[src/rtl/risc_pkg.sv]
// Shared RISC constants: opcodes, function codes, ALU control codes
// and the issue FSM state type.
package risc_pkg;

    // Primary opcodes (instr[31:26])
    localparam logic [5:0] OP_RTYPE = 6'd0;
    localparam logic [5:0] OP_ADDI  = 6'd8;
    localparam logic [5:0] OP_ANDI  = 6'd12;
    localparam logic [5:0] OP_ORI   = 6'd13;
    localparam logic [5:0] OP_LB    = 6'd32;
    localparam logic [5:0] OP_SB    = 6'd40;

    // R-type function codes (instr[5:0])
    localparam logic [5:0] FN_MULT  = 6'd24;
    localparam logic [5:0] FN_DIV   = 6'd26;
    localparam logic [5:0] FN_ADD   = 6'd32;
    localparam logic [5:0] FN_SUB   = 6'd34;
    localparam logic [5:0] FN_AND   = 6'd36;
    localparam logic [5:0] FN_OR    = 6'd37;

    // ALU control codes: {6'd0, funct} for R-type, {op, 6'd0} for I-type
    localparam logic [11:0] ALU_ADD  = 12'd32;
    localparam logic [11:0] ALU_ADDI = 12'd512;
    localparam logic [11:0] ALU_SUB  = 12'd34;
    localparam logic [11:0] ALU_MUL  = 12'd24;
    localparam logic [11:0] ALU_DIV  = 12'd26;
    localparam logic [11:0] ALU_AND  = 12'd36;
    localparam logic [11:0] ALU_ANDI = 12'd768;
    localparam logic [11:0] ALU_OR   = 12'd37;
    localparam logic [11:0] ALU_ORI  = 12'd832;
    localparam logic [11:0] ALU_LB   = 12'd2048;
    localparam logic [11:0] ALU_SB   = 12'd2560;

    // Issue sequencer states
    typedef enum logic [1:0] {
        IDLE = 2'd0,
        EXEC = 2'd1,
        DONE = 2'd2
    } issue_state_t;

endpackage

[src/rtl/alu_issue_ctrl_if.sv]
// Bundle of the issue handshake, ALU operand buses and writeback handshake.
// Both handshakes: a transfer happens on a rising clock edge where valid and
// ready are both high; the sender holds valid and its payload stable until
// that edge, and ready never depends combinationally on valid.
interface alu_issue_ctrl_if #(
    parameter int W = 32
);
    logic         in_valid;
    logic         in_ready;
    logic [31:0]  instr;
    logic [W-1:0] rs_data;
    logic [W-1:0] rt_data;
    logic [W-1:0] alu_rs;
    logic [W-1:0] alu_rt;
    logic [W-1:0] alu_imm;
    logic [11:0]  alu_cnt;
    logic [W-1:0] alu_out;
    logic         res_valid;
    logic         res_ready;
    logic [W-1:0] res_data;
    logic [4:0]   res_dest;
    logic         res_wen;
    logic         res_illegal;

    // Issue controller side
    modport master (
        input  in_valid, instr, rs_data, rt_data, alu_out, res_ready,
        output in_ready, alu_rs, alu_rt, alu_imm, alu_cnt,
               res_valid, res_data, res_dest, res_wen, res_illegal
    );

    // Register file / ALU / writeback side
    modport slave (
        output in_valid, instr, rs_data, rt_data, alu_out, res_ready,
        input  in_ready, alu_rs, alu_rt, alu_imm, alu_cnt,
               res_valid, res_data, res_dest, res_wen, res_illegal
    );
endinterface

[src/rtl/alu_ctrl_decode.sv]
// Combinational decode of one instruction word into ALU control code,
// extended immediate, destination register and write/illegal/latency flags.
module alu_ctrl_decode
    import risc_pkg::*;
#(
    parameter int W = 32
) (
    input  logic [31:0]  instr,
    output logic [11:0]  cnt,
    output logic [W-1:0] imm_ext,
    output logic [4:0]   dest,
    output logic         wen,
    output logic         illegal,
    output logic         is_muldiv
);
    logic [5:0]   op;
    logic [5:0]   funct;
    logic [15:0]  imm;
    logic [W-1:0] imm_sx;
    logic [W-1:0] imm_zx;
    logic         is_store;
    logic         unused_rs_field;

    assign op     = instr[31:26];
    assign funct  = instr[5:0];
    assign imm    = instr[15:0];
    assign imm_sx = {{(W-16){imm[15]}}, imm};
    assign imm_zx = {{(W-16){1'b0}}, imm};
    // The rs field only selects the register-file read upstream.
    assign unused_rs_field = ^instr[25:21];

    // Map opcode/funct to control code; anything unlisted is illegal with code 0.
    always_comb begin
        cnt       = '0;
        imm_ext   = '0;
        illegal   = 1'b0;
        is_muldiv = 1'b0;
        is_store  = 1'b0;
        dest      = (op == OP_RTYPE) ? instr[15:11] : instr[20:16];
        if (op == OP_RTYPE) begin
            case (funct)
                FN_ADD:  cnt = ALU_ADD;
                FN_SUB:  cnt = ALU_SUB;
                FN_AND:  cnt = ALU_AND;
                FN_OR:   cnt = ALU_OR;
                FN_MULT: begin cnt = ALU_MUL; is_muldiv = 1'b1; end
                FN_DIV:  begin cnt = ALU_DIV; is_muldiv = 1'b1; end
                default: illegal = 1'b1;
            endcase
        end else begin
            case (op)
                OP_ADDI: begin cnt = ALU_ADDI; imm_ext = imm_sx; end
                OP_ANDI: begin cnt = ALU_ANDI; imm_ext = imm_zx; end
                OP_ORI:  begin cnt = ALU_ORI;  imm_ext = imm_zx; end
                OP_LB:   begin cnt = ALU_LB;   imm_ext = imm_sx; end
                OP_SB:   begin cnt = ALU_SB;   imm_ext = imm_sx; is_store = 1'b1; end
                default: illegal = 1'b1;
            endcase
        end
        wen = !illegal && !is_store && (dest != 5'd0);
    end
endmodule

[src/rtl/alu_issue_ctrl.sv]
// Issue/sequencing front end: accepts one instruction, holds the ALU inputs
// for the op latency, captures the result and offers it to writeback.
module alu_issue_ctrl
    import risc_pkg::*;
#(
    parameter int W          = 32,
    parameter int LAT_BASIC  = 1,
    parameter int LAT_MULDIV = 4
) (
    input  logic              clk,
    input  logic              rst,
    alu_issue_ctrl_if.master  bus,
    output issue_state_t      dbg_state
);
    localparam int LAT_MAX = (LAT_MULDIV > LAT_BASIC) ? LAT_MULDIV : LAT_BASIC;
    localparam int CW      = (LAT_MAX > 1) ? $clog2(LAT_MAX) : 1;
    localparam logic [CW-1:0] LEFT_BASIC  = CW'(LAT_BASIC - 1);
    localparam logic [CW-1:0] LEFT_MULDIV = CW'(LAT_MULDIV - 1);

    issue_state_t state;
    logic [CW-1:0] cnt_left;
    logic          div0_q;

    logic [W-1:0] alu_rs_q, alu_rt_q, alu_imm_q, res_data_q;
    logic [11:0]  alu_cnt_q;
    logic [4:0]   res_dest_q;
    logic         res_wen_q, res_illegal_q;

    logic [11:0]  dec_cnt;
    logic [W-1:0] dec_imm;
    logic [4:0]   dec_dest;
    logic         dec_wen, dec_illegal, dec_muldiv;
    logic         div_by_zero;

    alu_ctrl_decode #(.W(W)) u_decode (
        .instr     (bus.instr),
        .cnt       (dec_cnt),
        .imm_ext   (dec_imm),
        .dest      (dec_dest),
        .wen       (dec_wen),
        .illegal   (dec_illegal),
        .is_muldiv (dec_muldiv)
    );

    // A div with a zero divisor never reaches the ALU; its result is forced.
    assign div_by_zero = (dec_cnt == ALU_DIV) && (bus.rt_data == '0);

    // Issue FSM, latency counter and all registered outputs.
    always_ff @(posedge clk or posedge rst) begin
        if (rst) begin
            state         <= IDLE;
            cnt_left      <= '0;
            div0_q        <= 1'b0;
            alu_rs_q      <= '0;
            alu_rt_q      <= '0;
            alu_imm_q     <= '0;
            alu_cnt_q     <= '0;
            res_data_q    <= '0;
            res_dest_q    <= '0;
            res_wen_q     <= 1'b0;
            res_illegal_q <= 1'b0;
        end else begin
            case (state)
                IDLE: begin
                    if (bus.in_valid) begin
                        alu_rs_q      <= bus.rs_data;
                        alu_rt_q      <= bus.rt_data;
                        alu_imm_q     <= dec_imm;
                        alu_cnt_q     <= div_by_zero ? 12'd0 : dec_cnt;
                        div0_q        <= div_by_zero;
                        res_dest_q    <= dec_dest;
                        res_wen_q     <= dec_wen;
                        res_illegal_q <= dec_illegal;
                        cnt_left      <= dec_muldiv ? LEFT_MULDIV : LEFT_BASIC;
                        state         <= EXEC;
                    end
                end
                EXEC: begin
                    if (cnt_left != '0) begin
                        cnt_left <= cnt_left - CW'(1);
                    end else begin
                        res_data_q <= res_illegal_q ? '0 : (div0_q ? '1 : bus.alu_out);
                        state      <= DONE;
                    end
                end
                DONE: begin
                    if (bus.res_ready) begin
                        alu_rs_q  <= '0;
                        alu_rt_q  <= '0;
                        alu_imm_q <= '0;
                        alu_cnt_q <= '0;
                        state     <= IDLE;
                    end
                end
                default: state <= IDLE;
            endcase
        end
    end

    assign bus.in_ready    = (state == IDLE);
    assign bus.res_valid   = (state == DONE);
    assign bus.alu_rs      = alu_rs_q;
    assign bus.alu_rt      = alu_rt_q;
    assign bus.alu_imm     = alu_imm_q;
    assign bus.alu_cnt     = alu_cnt_q;
    assign bus.res_data    = res_data_q;
    assign bus.res_dest    = res_dest_q;
    assign bus.res_wen     = res_wen_q;
    assign bus.res_illegal = res_illegal_q;
    assign dbg_state       = state;
endmodule
[src/flat_wrapper.sv]
// flat-port wrapper written by rule: the top's interface ports become plain ports
module alu_issue_ctrl_flat import risc_pkg::*;
#(
    parameter int W          = 32,
    parameter int LAT_BASIC  = 1,
    parameter int LAT_MULDIV = 4
)
  (clk, rst, dbg_state, bus_in_valid, bus_instr, bus_rs_data, bus_rt_data, bus_alu_out, bus_res_ready, bus_in_ready, bus_alu_rs, bus_alu_rt, bus_alu_imm, bus_alu_cnt, bus_res_valid, bus_res_data, bus_res_dest, bus_res_wen, bus_res_illegal);
  alu_issue_ctrl_if #(.W(W)) bus_i ();
  input  logic clk;
  input  logic rst;
  output issue_state_t dbg_state;
  input wire logic [$bits(bus_i.in_valid)-1:0] bus_in_valid;
  input wire logic [$bits(bus_i.instr)-1:0] bus_instr;
  input wire logic [$bits(bus_i.rs_data)-1:0] bus_rs_data;
  input wire logic [$bits(bus_i.rt_data)-1:0] bus_rt_data;
  input wire logic [$bits(bus_i.alu_out)-1:0] bus_alu_out;
  input wire logic [$bits(bus_i.res_ready)-1:0] bus_res_ready;
  output wire logic [$bits(bus_i.in_ready)-1:0] bus_in_ready;
  output wire logic [$bits(bus_i.alu_rs)-1:0] bus_alu_rs;
  output wire logic [$bits(bus_i.alu_rt)-1:0] bus_alu_rt;
  output wire logic [$bits(bus_i.alu_imm)-1:0] bus_alu_imm;
  output wire logic [$bits(bus_i.alu_cnt)-1:0] bus_alu_cnt;
  output wire logic [$bits(bus_i.res_valid)-1:0] bus_res_valid;
  output wire logic [$bits(bus_i.res_data)-1:0] bus_res_data;
  output wire logic [$bits(bus_i.res_dest)-1:0] bus_res_dest;
  output wire logic [$bits(bus_i.res_wen)-1:0] bus_res_wen;
  output wire logic [$bits(bus_i.res_illegal)-1:0] bus_res_illegal;
  assign bus_i.in_valid = bus_in_valid;
  assign bus_i.instr = bus_instr;
  assign bus_i.rs_data = bus_rs_data;
  assign bus_i.rt_data = bus_rt_data;
  assign bus_i.alu_out = bus_alu_out;
  assign bus_i.res_ready = bus_res_ready;
  assign bus_in_ready = bus_i.in_ready;
  assign bus_alu_rs = bus_i.alu_rs;
  assign bus_alu_rt = bus_i.alu_rt;
  assign bus_alu_imm = bus_i.alu_imm;
  assign bus_alu_cnt = bus_i.alu_cnt;
  assign bus_res_valid = bus_i.res_valid;
  assign bus_res_data = bus_i.res_data;
  assign bus_res_dest = bus_i.res_dest;
  assign bus_res_wen = bus_i.res_wen;
  assign bus_res_illegal = bus_i.res_illegal;
  alu_issue_ctrl #(.W(W), .LAT_BASIC(LAT_BASIC), .LAT_MULDIV(LAT_MULDIV)) u_core (.clk(clk), .rst(rst), .bus(bus_i), .dbg_state(dbg_state));
endmodule
[config.mk]
export PLATFORM = sky130hd
export DESIGN_NAME = alu_issue_ctrl_flat
export DESIGN_NICKNAME = d
export VERILOG_FILES = /design/src/rtl/risc_pkg.sv /design/src/rtl/alu_issue_ctrl_if.sv /design/src/rtl/alu_ctrl_decode.sv /design/src/rtl/alu_issue_ctrl.sv /design/src/flat_wrapper.sv
export SDC_FILE = /design/constraint.sdc
export NUM_CORES = 1
export LEC_CHECK = 0
export CAP_MARGIN = 30
export CELL_PAD_IN_SITES_DETAIL_PLACEMENT = 2
export CELL_PAD_IN_SITES_GLOBAL_PLACEMENT = 2
export CORE_MARGIN = 2
export CORE_UTILIZATION = 25
export DETAILED_ROUTE_END_ITERATION = 8
export MAX_ROUTING_LAYER = met4
export PLACE_DENSITY_LB_ADDON = 0.1
export SYNTH_ARGS = -nofsm -noshare
export SYNTH_HDL_FRONTEND = slang
export SYNTH_HIERARCHICAL = 1
export SYNTH_SLANG_ARGS = --single-unit
[constraint.sdc]
create_clock -name clk -period 7.31 [get_ports clk]
set_input_delay 2.193 -clock clk [delete_from_list [all_inputs] [get_ports clk]]
set_output_delay 2.193 -clock clk [all_outputs]
set_load 0.01 [all_outputs]
==> impl_metrics.json, run 1 <==
{
  "ys_seq_elements": 152,
  "wl_per_cell_um": 20.2,
  "required_ns": 7.58,
  "drive_above_1_share_pct": 7.20,
  "drc": 0,
  "tns_ns": 0,
  "final-max-slew-violation-count": 0,
  "gp_congestion": 0.751,
  "hold_violations": 0,
  "dieArea_mm2": 0.0265,
  "initial_utilization_pct": 25.3,
  "die_y_um": 163,
  "hold_start": "u_core/bus.res_data[22]",
  "cts-resized-gates": 0,
  "dr_total_vias": 5307,
  "vdd_drop_max_v": 0.000145,
  "min_path_type": "register to register",
  "relSlewSlack_pct": 49.2,
  "hold_buffers": 0,
  "synth_enable_flop_cells": 0,
  "nFillCells": 2607,
  "syn-cell-area_mm2": 0.00631,
  "r2r_start": "u_core/dbg_state[0]",
  "yosysMostFrequentCell": "dfrtp_1",
  "fin_crit_sh_pct": 70.2,
  "cts_tree": "built",
  "synth_flop_cell": "dfrtp_1",
  "vias_per_cell": 4.73,
  "r2r_setup_slack_ns": 4.85,
  "holdWs_ns": 0.480,
  "period_minus_slack_ns": 5.13,
  "cp-start-kind": "input pin",
  "arrival_ns": 5.41,
  "io_pins": 283,
  "cts-root-buf": "clkbuf_16",
  "nNetsFinal": 913,
  "cp_max_fo": 9,
  "grt_setup_unrepaired": "no",
  "area_growth_pct": 55.8,
  "ys_seq_area_share_pct": 60.2,
  "drtPass1Iterations": 4,
  "drt_iter0_markers": 227,
  "status": "completed",
  "synth_cell_types": 46,
  "routed_wl_um": 22700,
  "yosysWarnings": 6,
  "maxCapViolCount": 0,
  "startpoint": "bus_instr[28]",
  "async_reset_ff_share_pct": 100,
  "path_class": "input pin to register",
  "grt_overflow": 0,
  "n_antenna_cell": 0,
  "wl_met3_um": 1690,
  "ys_top_cells_by_area": "dfrtp_1, a22o_1, o31ai_1",
  "p_per_area_mw_per_mm2": 379,
  "finClkSkew_ns": 0.0130,
  "port_buffers": 277,
  "m1WireLength_um": 10100,
  "clk_latency_ns": 0.43,
  "synthCells": 534,
  "cts-buffers-inserted": 17,
  "fmax_ghz": 0.195,
  "setup_viol": 0,
  "ys_top_cells_by_count": "dfrtp_1, a22o_1, nand2_1",
  "grt_pass1_vias": 6097,
  "netlist.area_leader.share_pct": 60.2,
  "ant_nets": 0,
  "core_area_mm2": 0.0250,
  "synth_top_cell_by_area": "dfrtp_1",
  "highest_layer": "met4",
  "row_count": 58,
  "synth_area_per_cell_um2": 11.8,
  "hpwl_um": 16100,
  "met2_length_um": 10700,
  "grt_max_degree": 79,
  "path_clk_slew_ns": 0.06,
  "grt_pass1_wl_um": 35700,
  "die_x_um": 163,
  "worstMarginPinSlew_ns": 0.752,
  "clockBufferDepth": 2,
  "post_cts_buffers": 0,
  "htreeDepth": 4,
  "setup.worst_path.end_class": "register",
  "track_usage_pct": 18.0,
  "cts_sinks": 152,
  "p_leak_uw": 0.00424,
  "antenna_found_initial": 0
}
==> registers in the layout, summed over array words and instances (netlist names) <==
name / cells
u_core/div0_q: 1
u_core/bus.res_data: 32
u_core/bus.res_illegal: 1
u_core/bus.res_dest: 5
u_core/cnt_left: 2
u_core/dbg_state: 2
u_core/bus.alu_imm: 32
u_core/bus.alu_rs: 32
u_core/bus.alu_cnt: 12
u_core/bus.alu_rt: 32
u_core/bus.res_wen: 1
==> area by class of cell <==
cell class,instances,area [µm²],share of cell area (%)
clock buffers,18,439,4.46
clock inverters,13,145,1.48
well taps,330,413,4.20
multi-input cells,317,2160,21.9
flip-flops and latches,152,3800,38.7
repair buffers,285,2850,29.0
inverters,7,31.3,0.318
==> stage by stage <==
stage / total power [µW] / cells / instance area (µm²) / util, % / setup WS, ns
detailed placement: 2880 / 1090 / 9240 / 37.0 / 1.68
finish: 3730 / 1122 / 9840 / 39.4 / 2.18
global placement: 2800 / 1089 / 9220 / 36.9 / 1.84
floorplan: 2000 / 535 / 6320 / - / 1.02
global route: 3970 / 1122 / 9840 / 39.4 / 1.73
CTS: 3800 / 1121 / 9830 / 39.4 / 2.07
==> cell families (layout without fill, tap and decap cells) <==
kind of cell / after synthesis / after routing / synth area share (%)
mux: 10 / 10 / 1.74
xor+xnor: 1 / 1 / 0.139
compound gates: 152 / 152 / 20.1
other cells: 1 / 2 / 0.0594
simple gates: 151 / 151 / 11.7
fa+ha+maj: 1 / 1 / 0.198
flops: 152 / 152 / 60.2
buf+inv: 66 / 323 / 5.86
==> metal layers <==
metal / vias to the layer above / global-route usage, %
met1: 2702 / 22.4
li1: 2413 / -
met2: 177 / 28.3
met3: 15 / 6.21
met4: 0 / 4.22
met5: - / -
==> power breakdown <==
group	internal [µW]	switching [µW]	leakage, µW	total (µW)
clock network	513	372	0.000279	885
registers	1140	180	0.00199	1320
logic	814	711	0.00196	1520
==> path summary, 6_finish.rpt <==
kind,to,cells past startpoint
max,u_core/bus.alu_cnt[3],8
min,u_core/bus.res_data[22],2
max reg2reg,u_core/div0_q,4
min reg2reg,u_core/bus.res_data[22],2
max in group asynchronous,u_core/bus.alu_imm[30],3
min in group asynchronous,u_core/bus.alu_rs[22],2
==> cells in the final DEF (no fill, tap or decap), drive strengths merged, types with 10 or more instances in the layout <==
cell type / n
clkdlybuf4s50: 277
nand2: 59
inv: 10
a22o: 105
dfrtp: 152
nor2: 37
clkbuf: 18
o31ai: 32
and2: 19
nor4: 12
==> worst max-delay path, stage by stage <==
cell,delay (ns)
clkdlybuf4s50_1,0.47
nor4_1,0.55
nand2_1,0.36
nor4_1,0.68
nor4b_1,0.37
nand4_1,0.17
nor3_1,0.44
o21ai_0,0.18
No activity file was read; power rests on OpenSTA's default activity.
==> run 2: changes to the inputs <==
CORE_UTILIZATION = 23   (was 25)
clock period = 4.4 ns   (was 7.31 ns; I/O delays follow)
==> run 2 against run 1 <==
  * Clock skew about the same
  * Sequential share of layout area is 0.14 points lower
  * Register-to-register slack lost 2.3 ns
  * Via count decreased by 0.26%
  * Cell count increased by 1.4%
  * Clock power up 58%
  * Sequential power increased by 66%
  * Hold slack better by 0.0030 ns
  * Power grew 65%
  * Wire length rose by 2.8%
  * First-iteration DRC count down 9.3%
  * Die area up 8.5%
  * Critical path type unchanged
  * Critical endpoint unchanged
==> impl_metrics.json, run 2 (synthesis results as in run 1) <==
{
  "port_buffers": 277,
  "vias_per_cell": 4.65,
  "post_cts_buffers": 0,
  "grt_setup_unrepaired": "no",
  "hold_violations": 0,
  "grtUsageMet3_pct": 5.25,
  "die_x_um": 170,
  "setup_slack_ns": 0.544,
  "gp_congestion": 0.775,
  "p_seq_share_pct": 35.7,
  "ant_nets": 0,
  "p_int_uw": 4020,
  "fmax_ghz": 0.259,
  "seqCellArea_mm2": 0.00380,
  "htreeDepth": 4,
  "p_per_area_mw_per_mm2": 623,
  "drt_iter0_markers": 206,
  "initial_utilization_pct": 23.4,
  "cts-resized-gates": 0,
  "use_met2_pct": 26.7,
  "multiInputGateArea_mm2": 0.00216,
  "final_cell_mix": "clkdlybuf4s50_1, dfrtp_1, a22o_1, nand2_1, nor2_1",
  "dieArea_mm2": 0.0288,
  "setup_viol": 0,
  "drtPass1Iterations": 4,
  "cp-start-kind": "input pin",
  "grt_overflow": 0,
  "grt_pass1_wl_um": 36400,
  "path_clk_slew_ns": 0.07,
  "grt_max_degree": 153,
  "drive_above_1_share_pct": 7.78,
  "use_met1_pct": 21.1,
  "cts_sinks": 152,
  "status": "completed",
  "min_path_type": "register to register",
  "period_minus_slack_ns": 3.86,
  "required_ns": 4.67,
  "path_class": "input pin to register",
  "track_usage_pct": 16.9,
  "place_ws_ns": 0.0854,
  "setup.worst_path.end_class": "register",
  "grt_pass1_vias": 6051,
  "p_switching_uw": 2130,
  "tns_ns": 0,
  "cts-root-buf": "clkbuf_16",
  "core_area_mm2": 0.0270,
  "relSlewSlack_pct": 43.2,
  "row_count": 60,
  "finClkSkew_ns": 0.0131,
  "routed_wl_um": 23300,
  "pwr-share-clk_pct": 22.8,
  "n_antenna_cell": 0,
  "dr_total_vias": 5293,
  "layout_commonest_cell": "clkdlybuf4s50_1",
  "clockBufferDepth": 2,
  "maxCapViolCount": 0,
  "grt.busiest_layer": "met2",
  "pwr-share-comb_pct": 41.6,
  "antenna_found_initial": 0,
  "arrival_ns": 4.12,
  "wl_per_cell_um": 20.5,
  "hpwl_um": 16500,
  "switching_share_pct": 34.6,
  "nNetsFinal": 917,
  "cts_tree": "built",
  "vdd_drop_max_v": 0.000238,
  "drc": 0,
  "p_leak_uw": 0.00424,
  "die_y_um": 170,
  "final-max-slew-violation-count": 0,
  "hold_buffers": 0,
  "fin_crit_sh_pct": 87.6,
  "area_growth_pct": 56.4,
  "io_pins": 283,
  "worstMarginPinSlew_ns": 0.852,
  "cts-buffers-inserted": 17,
  "cp_max_fo": 5,
  "nFillCells": 2803,
  "clk_latency_ns": 0.42
}
run 2: changes by cell type in the layout (fill, tap and decap cells not counted), sizes merged:
| cell | change |
|---|---|
| buf | +4 |
| inv | +1 |
| bufinv | -2 |
| clkinvlp | +2 |
run 2: final timing paths:
check / start / endpoint / slack (ns) / cells past startpoint
worst max register to register: u_core/dbg_state[0] / u_core/bus.alu_imm[27] / 2.55 / 4
min in group asynchronous: rst / u_core/bus.res_dest[2] / 1.54 / 3
worst min-delay path: u_core/bus.res_data[28] / u_core/bus.res_data[28] / 0.48 / 2
worst max-delay path: bus_instr[28] / u_core/bus.alu_cnt[3] / 0.54 / 8
worst min register to register: u_core/bus.res_data[28] / u_core/bus.res_data[28] / 0.48 / 2
max in group asynchronous: rst / u_core/bus.alu_rt[18] / 2.27 / 3
run 2: power by group through the flow:
stage               registers, µW  logic [µW]  clock network (µW)
floorplan                    2400         927                   0
global placement             2180        2530                   0
detailed placement           2210        2600                   0
CTS                          2200        2610                1460
global route                 2260        2780                1520
finish                       2190        2560                1400
run 2: layer usage:
metal,share of wire [%],wire [µm]
met4,1.3,298
met2,48,11100
met1,43,10100
met3,7.5,1750
met5,0,0
run 2: metrics by stage:
stage / total power [µW] / area [µm²] / hold WS, ns / utilization [%] / instances
after detailed placement: 4810 / 9320 / 0.470 / 34.6 / 1106
after global placement: 4710 / 9300 / 0.462 / 34.5 / 1105
after floorplan: 3330 / 6320 / 0.510 / - / 535
after CTS: 6270 / 9870 / 0.487 / 36.6 / 1138
final: 6150 / 9870 / 0.483 / 36.6 / 1138
after global routing: 6560 / 9870 / 0.515 / 36.6 / 1138
run 2: worst max-delay path, cell delays in order:
cell and delay (ns):
clkdlybuf4s50_1 0.49, nor4_1 0.51, nand2_1 0.23, nor4_1 0.53, nor4b_1 0.32, nand3_1 0.13, nor3_1 0.42, o21ai_0 0.18
run 2: layout make-up:
type                    count  share of cell area, %
flip-flops and latches    152                   38.5
well taps                 341                   4.32
repair buffers            289                   29.4
multi-input cells         317                   21.8
clock inverters            14                   1.19
inverters                   7                  0.304
clock buffers              18                   4.45
